### config.mk
export PLATFORM = sky130hd
export DESIGN_NAME = uart_cmd_parser
export DESIGN_NICKNAME = d
export VERILOG_FILES = /design/src/rtl/uart_cmd_parser.sv
export SDC_FILE = /design/constraint.sdc
export NUM_CORES = 1
export LEC_CHECK = 0
export ABC_CLOCK_PERIOD_IN_PS = 5250
export CELL_PAD_IN_SITES_DETAIL_PLACEMENT = 0
export CELL_PAD_IN_SITES_GLOBAL_PLACEMENT = 1
export CORE_ASPECT_RATIO = 1.75
export CORE_UTILIZATION = 38
export DETAILED_ROUTE_END_ITERATION = 8
export HOLD_SLACK_MARGIN = 0.1
export PLACE_DENSITY = 0.71
export SETUP_SLACK_MARGIN = 0.5
export SLEW_MARGIN = 30
export SYNTH_ARGS = -nofsm -noshare
export SYNTH_HDL_FRONTEND = slang
export SYNTH_SLANG_ARGS = --single-unit
### constraint.sdc
create_clock -name clk -period 5.25 [get_ports clk]
set_input_delay 0.525 -clock clk [delete_from_list [all_inputs] [get_ports clk]]
set_output_delay 0.525 -clock clk [all_outputs]
set_load 0.02 [all_outputs]
### src/rtl/uart_cmd_parser.sv
// Framed command parser for the UART receive stream: SYNC, CMD, payload, CHK.
// Key, plaintext, delay and run-request fields commit only after the XOR checksum matches.
module uart_cmd_parser #(
  parameter int          KEY_BYTES  = 8,
  parameter int          PT_BYTES   = 4,
  parameter logic [7:0]  DELAY_INIT = 8'd15,
  parameter int          TIMEOUT    = 50000,
  parameter logic [7:0]  SYNC       = 8'hA5
) (
  input  logic                   clk,
  input  logic                   rstn,
  input  logic                   rx_dv,
  input  logic [7:0]             rx_byte,
  input  logic                   start_ack,
  output logic [8*KEY_BYTES-1:0] key,
  output logic [8*PT_BYTES-1:0]  pt,
  output logic [7:0]             delay,
  output logic                   key_vld,
  output logic                   pt_vld,
  output logic                   delay_vld,
  output logic                   start_req,
  output logic                   err,
  output logic [1:0]             err_code,
  output logic                   busy
);

  localparam int KW = 8 * KEY_BYTES;
  localparam int PW = 8 * PT_BYTES;
  localparam int TW = $clog2(TIMEOUT + 1);

  typedef enum logic [1:0] {S_IDLE, S_CMD, S_PAYLOAD, S_CHK} state_e;
  typedef enum logic [1:0] {C_KEY, C_PT, C_DELAY, C_START} cmd_e;

  state_e          state, state_d;
  cmd_e            cmd, cmd_d;
  logic [7:0]      cnt, acc, len_d;
  logic [KW-1:0]   stage;
  logic [TW-1:0]   tcnt;
  logic            load_cmd, shift, commit, err_set, timeout;
  logic [1:0]      err_code_d;

  function automatic logic [TW-1:0] sat_inc(input logic [TW-1:0] v);
    return (v == TW'(TIMEOUT)) ? v : v + TW'(1);
  endfunction

  assign timeout = (state != S_IDLE) && (tcnt == TW'(TIMEOUT));
  assign busy    = (state != S_IDLE);

  always_comb begin
    state_d    = state;
    cmd_d      = cmd;
    len_d      = 8'd0;
    load_cmd   = 1'b0;
    shift      = 1'b0;
    commit     = 1'b0;
    err_set    = 1'b0;
    err_code_d = 2'd0;
    // A stalled frame is abandoned even if a byte arrives in the same cycle.
    if (timeout) begin
      state_d    = S_IDLE;
      err_set    = 1'b1;
      err_code_d = 2'd3;
    end else if (rx_dv) begin
      case (state)
        S_IDLE: if (rx_byte == SYNC) state_d = S_CMD;
        S_CMD: begin
          load_cmd = 1'b1;
          state_d  = S_PAYLOAD;
          case (rx_byte)
            8'h01: begin cmd_d = C_KEY;   len_d = 8'(KEY_BYTES); end
            8'h02: begin cmd_d = C_PT;    len_d = 8'(PT_BYTES);  end
            8'h03: begin cmd_d = C_DELAY; len_d = 8'd1;          end
            8'h04: begin cmd_d = C_START; state_d = S_CHK;       end
            default: begin
              load_cmd   = 1'b0;
              err_set    = 1'b1;
              err_code_d = 2'd2;
              state_d    = S_IDLE;
            end
          endcase
        end
        S_PAYLOAD: begin
          shift = 1'b1;
          if (cnt == 8'd1) state_d = S_CHK;
        end
        S_CHK: begin
          state_d = S_IDLE;
          if (rx_byte == acc) begin
            commit = 1'b1;
          end else begin
            err_set    = 1'b1;
            err_code_d = 2'd1;
          end
        end
        default: state_d = S_IDLE;
      endcase
    end
  end

  always_ff @(posedge clk) begin
    if (!rstn) begin
      state     <= S_IDLE;
      tcnt      <= '0;
      key       <= '0;
      pt        <= '0;
      delay     <= DELAY_INIT;
      key_vld   <= 1'b0;
      pt_vld    <= 1'b0;
      delay_vld <= 1'b0;
      start_req <= 1'b0;
      err       <= 1'b0;
      err_code  <= 2'd0;
    end else begin
      state     <= state_d;
      tcnt      <= (rx_dv || state == S_IDLE) ? '0 : sat_inc(tcnt);
      key_vld   <= 1'b0;
      pt_vld    <= 1'b0;
      delay_vld <= 1'b0;
      err       <= err_set;
      if (err_set) err_code <= err_code_d;
      if (start_ack) start_req <= 1'b0;
      // A START commit overrides a simultaneous acknowledge.
      if (commit) begin
        case (cmd)
          C_KEY:   begin key   <= stage;         key_vld   <= 1'b1; end
          C_PT:    begin pt    <= stage[PW-1:0]; pt_vld    <= 1'b1; end
          C_DELAY: begin delay <= stage[7:0];    delay_vld <= 1'b1; end
          C_START: start_req <= 1'b1;
          default: ;
        endcase
      end
    end
  end

  always_ff @(posedge clk) begin
    if (load_cmd) begin
      cmd <= cmd_d;
      cnt <= len_d;
      acc <= rx_byte;
    end
    if (shift) begin
      stage <= {stage[KW-9:0], rx_byte};
      acc   <= acc ^ rx_byte;
      cnt   <= cnt - 8'd1;
    end
  end

endmodule

After elaboration in Yosys (flattened, before gate mapping):

Cells that the tools add are included.

* register bits after elaboration: 211
* input port bits: 12
* output and inout bits: 112

* add/sub/neg operators: 2
* eq/ne operators: 16
* muxes and demuxes: 40
* bitwise gates (word level): 3
* reduce and logical (&&, ||, !) cells: 17

Operator list (number)
* 2-to-1 mux 8 bit: 4
* 2-to-1 mux 1 bit: 22
* adder 16 x 1 -> 16 bit, second input constant: 1
* == test 16 bit, second input constant: 1
* == test 8 x 1 -> 1 bit, second input constant: 2
* == test 8 x 2 -> 1 bit, second input constant: 2
* case mux 2 bit (4 select lines): 2
* 2-to-1 mux 4 bit: 3
* case mux 4 bit (3 select lines): 1
* 2-to-1 mux 2 bit: 5
* == test 2 bit, second input constant: 4
* == test 8 x 3 -> 1 bit, second input constant: 1
* == test 8 bit: 1
* == test 8 bit, second input constant: 1
* case mux 2 bit (2 select lines): 2
* AND reduction 2 bit: 4
* subtractor 8 x 1 -> 8 bit, second input constant: 1
* XOR 8 bit: 1
* AND reduction 5 bit: 1
* == test 2 x 1 -> 1 bit, second input constant: 2
* zero test 2 bit: 2
* inequality test 2 bit, second input constant: 2
* nonzero test 2 bit: 2
* nonzero test 4 bit: 1
* other kinds (8): 10

Longest topological paths before layout:

Gate-level depths: netlist of run 1.

* depth in word-level cells: 8
* depth in mapped cells: 9
* gate-level depth less buffers: 6

Worst setup path after synthesis of run 1:

OpenSTA, ideal clock, no wires.

* kind: input-to-reg
* from: in rx_byte[3]
* to: reg acc[0] (enable)
* setup time: 0.411 ns
* arrival time: 2.701 ns
* slack: 2.138 ns
* stages on the path: 3
* buffers on the path: 0
* cell sequence: or3_1 > or4_1 > o21ai_0

* cells in the longest elaborated chain, start to end: 7
* elaborated cells on any way between the ends: 10
* classes of those cells: eq/ne (4); mux (4); reduce/logical (2)

Ends and longest elaborated chain
* start: declaration: line 13 `input logic [7:0] rx_byte,`
* == test 8 x 3 -> 1 bit (tied with other cells): line 69 `case (rx_byte)`
* OR reduction 4 bit (no source line) (*)
* 2-to-1 mux 1 bit (*): line 69
* 2-to-1 mux 1 bit (*): line 64 `case (state)`
* 2-to-1 mux 1 bit (*): line 63 `end else if (rx_dv) begin`
* 2-to-1 mux 1 bit (*): line 59 `if (timeout) begin`
* nonzero test 2 bit (no source line) (*)
* end signal: assignment: line 139 `acc <= rx_byte;`
* end signal: assignment: line 143 `acc <= acc ^ rx_byte;`
* end: declaration: line 36 `logic [7:0] cnt, acc, len_d;`

Mark *: on every way between the ends. The rest lies on a longest branch, timed or not.
A chain may end at the register's enable or synchronous reset.

Final worst setup path of run 1:

* from: in rx_byte[1]
* to: reg key[55]

* cells in the longest elaborated chain, start to end: 6

Ends and longest elaborated chain
* == test 8 bit: line 88 `if (rx_byte == acc) begin`
* 2-to-1 mux 1 bit: line 88
* 2-to-1 mux 1 bit: line 64
* 2-to-1 mux 1 bit: line 63
* 2-to-1 mux 1 bit: line 59
* AND reduction 2 bit (no source line)
* end signal: assignment: line 104 `key <= '0;`
* end signal: assignment: line 125 `C_KEY: begin key <= stage; key_vld <= 1'b1; end`
* end: declaration: line 15 `output logic [8*KEY_BYTES-1:0] key,`

No other way between the ends.

==> results of run 1 <==
-- worst paths after layout --
| kind | from | to | slack [ns] | cells after the start |
|---|---|---|---|---|
| max reg2reg | tcnt[10] | stage[62] | 2.38 | 5 |
| min | stage[7] | stage[15] | 0.44 | 0 |
| min reg2reg | stage[7] | stage[15] | 0.44 | 0 |
| max | rx_byte[1] | key[55] | 2.26 | 6 |
-- per-layer routing --
layer | GRT usage (%) | wire (um)
met5 | 0 | 0
met2 | 33.15 | 10440
met4 | 8.041 | 781
met1 | 17.95 | 7081
met3 | 2.614 | 707
-- sequential cells by signal (all words and copies together), names as in the netlist, 2 cells and up, named ones only --
signal,cells
acc,8
cmd,2
cnt,8
delay,8
err_code,2
key,64
pt,32
stage,64
tcnt,16
-- synth_stat cells (2+ instances only) --
cell        n  share of area, %
edfxtp_1   82                30
o31a_1      2              0.21
nand3_1    15              0.91
nor4_1     10              0.76
clkbuf_1   26               1.2
nand2b_1    4              0.30
nand4b_1    2              0.21
or4_1       3              0.27
a21oi_1     8              0.49
xor2_1     13               1.4
o22ai_1     4              0.30
or3_1       7              0.53
nand2_1   177               8.1
nand4_1     6              0.46
nand4_2     2              0.30
or2_2       2              0.15
buf_4       3              0.27
inv_1      15              0.68
xnor2_1    20               2.1
nor2_1     33               1.5
dfxtp_1   129                31
o21ai_0     3              0.18
mux2i_1   104                13
buf_12      7               1.7
ha_1        4              0.61
nor3_1      9              0.55
nor4_2      2              0.30
-- metrics by stage --
stage	setup WS [ns]	hold slack [ns]	total power, mW	instances	instance area, um2
after floorplan	2.138	0.4262	1.764	715	8232
after global placement	1.706	0.4337	1.785	1098	9617
after detailed placement	1.645	0.4344	1.786	1098	9617
after CTS	2.177	0.4472	3.211	1136	10270
after global routing	2.059	0.4565	3.267	1136	10270
final	2.255	0.4410	3.167	1136	10270
-- area by class of cell --
cell class,instances,area share (%)
clock inverters,9,0.5240
well taps,288,3.510
clock buffers,29,5.813
flip-flops and latches,211,49.14
repair buffers,132,12.62
inverters,15,0.5484
multi-input cells,452,27.85
-- power by group through the flow --
stage / Clock [mW] / Sequential (mW) / Combinational (mW)
final: 1.42 / 1.69 / 0.0591
after global placement: 0 / 1.73 / 0.0594
after global routing: 1.51 / 1.69 / 0.0653
after CTS: 1.46 / 1.69 / 0.0602
after floorplan: 0 / 1.73 / 0.0385
after detailed placement: 0 / 1.73 / 0.0600
-- cell families after synthesis --
group,count (synthesis)
and+or+nand+nor,286
buffers and inverters,52
AOI/OAI and AO/OA,24
muxes,105
adders and majority gates,4
DFF,211
xor gates and xnor gates,33
==> reports/qor.csv, run 1 <==
metric;value;unit
status;finished clean;
fmax;333.9;MHz
Total GRT Usage;17.22;%
Placeable Area;21110;um2
max cap viols;0;
drt wl/cell;16.74;um
Synth cell types;50;
Site Rows;70;
TritonCTS clock tree;yes;
Reg area;5045;um2
commonest non-fill, non-tap cell in the layout;nand2_1;
clk_skew;0.01418;ns
Root Driver;clkbuf_16;
drt first pass iters;4;
arrival time worst endpoint;3.42;ns
1st-iter DRT viols;236;
clock-pin slew on the worst setup and hold paths;0.07;ns
cts bufs inserted;21;
Port Buffers;123;
Seq/Total Area, Yosys;61.29;%
fin crit period;2.995;ns
maximum fanout along the worst path;35;
clock buffer depth;3;
vias per cell;4.899;
Yosys reg bits;211;
highest-delay cell along the critical path;and4_4;
Mean Syn Cell Area;11.51;um2
Total Die Area;22280;um2
number of H-tree levels;1;
Mapped Nets;731;
fill cell count;1955;
power per cell area;308.5;nW/um2
share of layout cells above drive strength 1;6.250;%
Period Utilization, post-route;57.04;%
Residual DRC;0;
postcts setup bufs;0;
Hold/Removal Path Class;flip-flop to flip-flop;
P_int;2.509;mW
DRT antenna net count;0;
Final Hold Viols;0;
WS Path Type;primary input to flip-flop;
Most used DFF post-synth;dfxtp_1;
Critical Path Sink Type;flip-flop;
RSZ-0062 raised after global routing;no;
Pleak;3.651;nW
most frequent cells in the layout;177 x nand2_1, 129 x dfxtp_1, 122 x clkdlybuf4s50_1;
first-pass GRT wire length;29.70;mm
multiplexer area fraction after synthesis;12.78;%
initial antenna violation count;0;
boundary pin count;124;
Sequential Power Share;53.3;%
area delta synth->final;24.73;%
final core utilization;48.64;%
Peak supply drop;0.0002498;V
Post-Route WL;19.01;mm
Sw Share;20.78;%
Sw Pwr;0.6581;mW
DIE HEIGHT;196.7;um
power share of the combinational group;1.9;%
Setup TNS;0;ns
main combinational cell family by area after synthesis;simple AND/OR/NAND/NOR gates;
pin count of the biggest net entering global routing;87;
clk_lat worst skew;0.50;ns
cts repair resizes;0;
Synth Area in Simple Gates;15.93;%
post-synthesis adder-cell area fraction;0.6080;%
CP top delay family;simple AND/OR/NAND/NOR gates;
Initial Util;39.00;%
n_diodes;0;
ys async rst share;0;%
die width;113.3;um
vias in the first global route;5526;
CTS Hold Bufs;0;
Crit path buffers/inverters;2;
GP Congestion;0.8716;
post-synthesis instance total;715;
Slew @ Worst Pin;0.8203;ns
compound-cell area share of the yosys netlist;1.900;%
Setup crit start kind;primary input;
Layout Nets;849;
clock network power share;44.8;%
Synth Warn #;0;
slowest cell delay on critical path;0.78;ns
Pins Over Slew Limit;0;
Vias;5565;
clock sink count;211;
hpwl dp;13.81;mm
Post-synth EDFFs;82;
max_slew headroom;45.31;%
# setup viols final;0;
synthesized cell area;8232;um2
global route total overflow;0;
multi-input logic area;2859;um2
critical-path cell list;clkdlybuf4s50_1, xor2_1, nor4_2, and4_4, buf_4, mux2i_1;
XOR/XNOR share of the synthesized area;3.511;%
CP Data Required Time;5.68;ns
No activity file was read; power rests on OpenSTA's default activity.
==> inputs of run 2 (changes only) <==
--- a/config.mk
+++ b/config.mk
@@ -5,7 +5,7 @@
 export SDC_FILE = /design/constraint.sdc
 export NUM_CORES = 1
 export LEC_CHECK = 0
-export ABC_CLOCK_PERIOD_IN_PS = 5250
+export ABC_CLOCK_PERIOD_IN_PS = 2800
 export CELL_PAD_IN_SITES_DETAIL_PLACEMENT = 0
 export CELL_PAD_IN_SITES_GLOBAL_PLACEMENT = 1
 export CORE_ASPECT_RATIO = 1.75
==> constraint.sdc (replaced) <==
create_clock -name clk -period 2.8 [get_ports clk]
set_input_delay 0.28 -clock clk [delete_from_list [all_inputs] [get_ports clk]]
set_output_delay 0.28 -clock clk [all_outputs]
set_load 0.02 [all_outputs]
==> run 2 against run 1 <==
Compared with the run above: sequential power increased by 88%; register-to-register slack got worse by 1.9 ns; cell area grew 5.3%; die area unchanged; critical path type is now flip-flop to flip-flop; clock power grew 87%; clock-buffer cell count rose by 1; power grew 87%; via count is 2.5% higher; critical path depth fell by 1; clock skew is 0.0078 ns lower; largest cell class unchanged; routed wire length is 9.1% higher; highest routed layer unchanged; non-clock buffer count rose by 27.
==> reports/qor.csv, run 2 (synthesized netlist as in run 1, its figures left out) <==
metric;value;unit;change
Critical Path Sink Type;flip-flop;;
initial antenna violation count;0;;unchanged
Placeable Area;21110;um2;unchanged
DP Cell Count;1105;;+0.64%
power per cell area;548.6;nW/um2;+78%
DIE HEIGHT;196.7;um;unchanged
fin crit period;2.319;ns;
max cap viols;0;;unchanged
Final Hold Viols;0;;unchanged
final core utilization;51.24;%;+2.6 points
DRT antenna net count;0;;unchanged
Min Hold Slack;0.3475;ns;-0.09351 ns
cts bufs inserted;21;;unchanged
fmax;431.1;MHz;
clock-pin slew on the worst setup and hold paths;0.06;ns;about the same
Reg2Reg Depth;5;;unchanged
status;finished clean;;
pin count of the biggest net entering global routing;171;;+97%
hpwl dp;13.57;mm;-1.8%
clk_skew;0.006425;ns;-0.007757 ns
Residual DRC;0;;unchanged
arrival time worst endpoint;2.56;ns;-0.86 ns
area delta synth->final;31.39;%;
number of H-tree levels;1;;unchanged
WS Path Type;flip-flop to flip-flop;;
clock buffer depth;3;;unchanged
clock network power share;44.7;%;about the same
critical-path cell list;or4bb_4, or4_4, nand2_8, clkinvlp_4, bufbuf_16;;
GP Congestion;0.7957;;-8.7%
Slew @ Worst Pin;0.7256;ns;-0.09473 ns
drt wl/cell;17.83;um;+6.5%
TritonCTS clock tree;yes;;
Setup crit start kind;flip-flop;;
max_slew headroom;51.22;%;+5.9 points
Root Driver;clkbuf_16;;
Sw Pwr;1.214;mW;+85%
clock sink count;211;;unchanged
clk_lat worst skew;0.48;ns;-0.02 ns
Hold/Removal Path Class;primary input to flip-flop;;
vias in the first global route;5838;;+5.6%
non-filler instance count after layout;1163;;+2.4%
CP Data Required Time;3.04;ns;-2.64 ns
boundary pin count;124;;unchanged
global route total overflow;0;;unchanged
1st-iter DRT viols;328;;+39%
Vias;5703;;+2.5%
vias per cell;4.904;;+0.10%
die width;113.3;um;unchanged
RSZ-0062 raised after global routing;yes;;
share of layout cells above drive strength 1;10.40;%;+4.1 points
drt first pass iters;4;;unchanged
Initial Util;39.00;%;unchanged
first-pass GRT wire length;31.22;mm;+5.1%
Total Die Area;22280;um2;unchanged
maximum fanout along the worst path;16;;-54%
Hold Path Depth;2;;+2
Peak supply drop;0.0003723;V;+49%
Site Rows;70;;unchanged
Sequential Power Share;53.4;%;about the same
Pleak;3.863;nW;+5.8%
n_diodes;0;;unchanged
Pins Over Slew Limit;0;;unchanged
power share of the combinational group;2.0;%;about the same
largest registers;key x64, stage x64, pt x32;;
total power draw;5.933;mW;+87%
Period Utilization, post-route;82.84;%;
P_int;4.719;mW;+88%
final instance area;10820;um2;+5.3%
Sw Share;20.47;%;-0.31 points
highest-delay cell along the critical path;or4_4;;
commonest non-fill, non-tap cell in the layout;nand2_1;;
most frequent cells in the layout;175 x nand2_1, 123 x dfxtp_1, 122 x clkdlybuf4s50_1;;
Post-Route WL;20.74;mm;+9.1%
Port Buffers;123;;unchanged
# setup viols final;0;;unchanged
Layout Nets;877;;+3.3%
Total GRT Usage;17.91;%;+0.70 points
Post-DP Area;9762;um2;+1.5%
slowest cell delay on critical path;0.58;ns;-0.20 ns
==> run 2: cell count changes in the layout (fill, tap and decap cells not counted), sizes merged <==
cell    delta
buf       +19
and4       +1
clkinv     +1
bufbuf     +1
inv        -3
clkbuf     +8
==> run 2: area by class of cell <==
class                           count  area (um2)
Timing Repair Buffer              159        1784
Clock buffer                       30       610.6
Tap cell                          288       360.3
Fill cell                        1887       10290
Sequential cell                   211        5055
Inverter                           15       60.06
Multi-Input combinational cell    453        2914
Clock inverter                      7       31.28
==> run 2: final timing paths <==
path	start	end	slack (ns)
setup / recovery	tcnt[7]	stage[11]	0.48
hold / removal	start_ack	start_req	0.35
setup reg to reg	tcnt[7]	stage[11]	0.48
hold reg to reg	stage[26]	stage[34]	0.45
==> run 2: through the flow <==
| stage | setup WS, ns | TNS, ns |
|---|---|---|
| 2_1_floorplan | -0.08264 | -6.361 |
| 3_3_place_gp | 0.2252 | 0 |
| 3_5_place_dp | 0.2146 | 0 |
| 4_1_cts | 0.4676 | 0 |
| 5_1_grt | 0.4386 | 0 |
| 6_report | 0.4806 | 0 |
==> run 2: what timing repair did <==
item                       4_1_cts  5_1_grt
resized for setup               15        6
buffers inserted                 8        1
setup endpoints to repair      106      157
pin swaps                        3        0
gates cloned                     2       10
hold buffers                     0        0
==> run 2: power groups by stage <==
stage	combinational [mW]	clock, mW	sequential (mW)
floorplan	0.0721	0	3.24
global placement	0.114	0	3.24
detailed placement	0.116	0	3.24
CTS	0.117	2.73	3.17
global route	0.128	2.85	3.16
finish	0.116	2.65	3.17
==> run 2: metal layers <==
| layer | part of all wire [%] | vias to the layer above | GRT usage (%) | routed length, um |
|---|---|---|---|---|
| met5 | 0 | - | 0 | 0 |
| met4 | 3.9 | 0 | 8.138 | 810 |
| met3 | 3.6 | 43 | 2.614 | 747 |
| met2 | 54 | 132 | 34.04 | 11210 |
| met1 | 38 | 2772 | 19.24 | 7974 |
| li1 | - | 2756 | - | - |
==> run 2: worst max-delay path: cells and delay by family (launching register included) <==
| family | cells | cell delay (ns) |
|---|---|---|
| buffers and inverters | 2 | 0.50 |
| DFF | 1 | 0.32 |
| and+or+nand+nor | 3 | 1.24 |
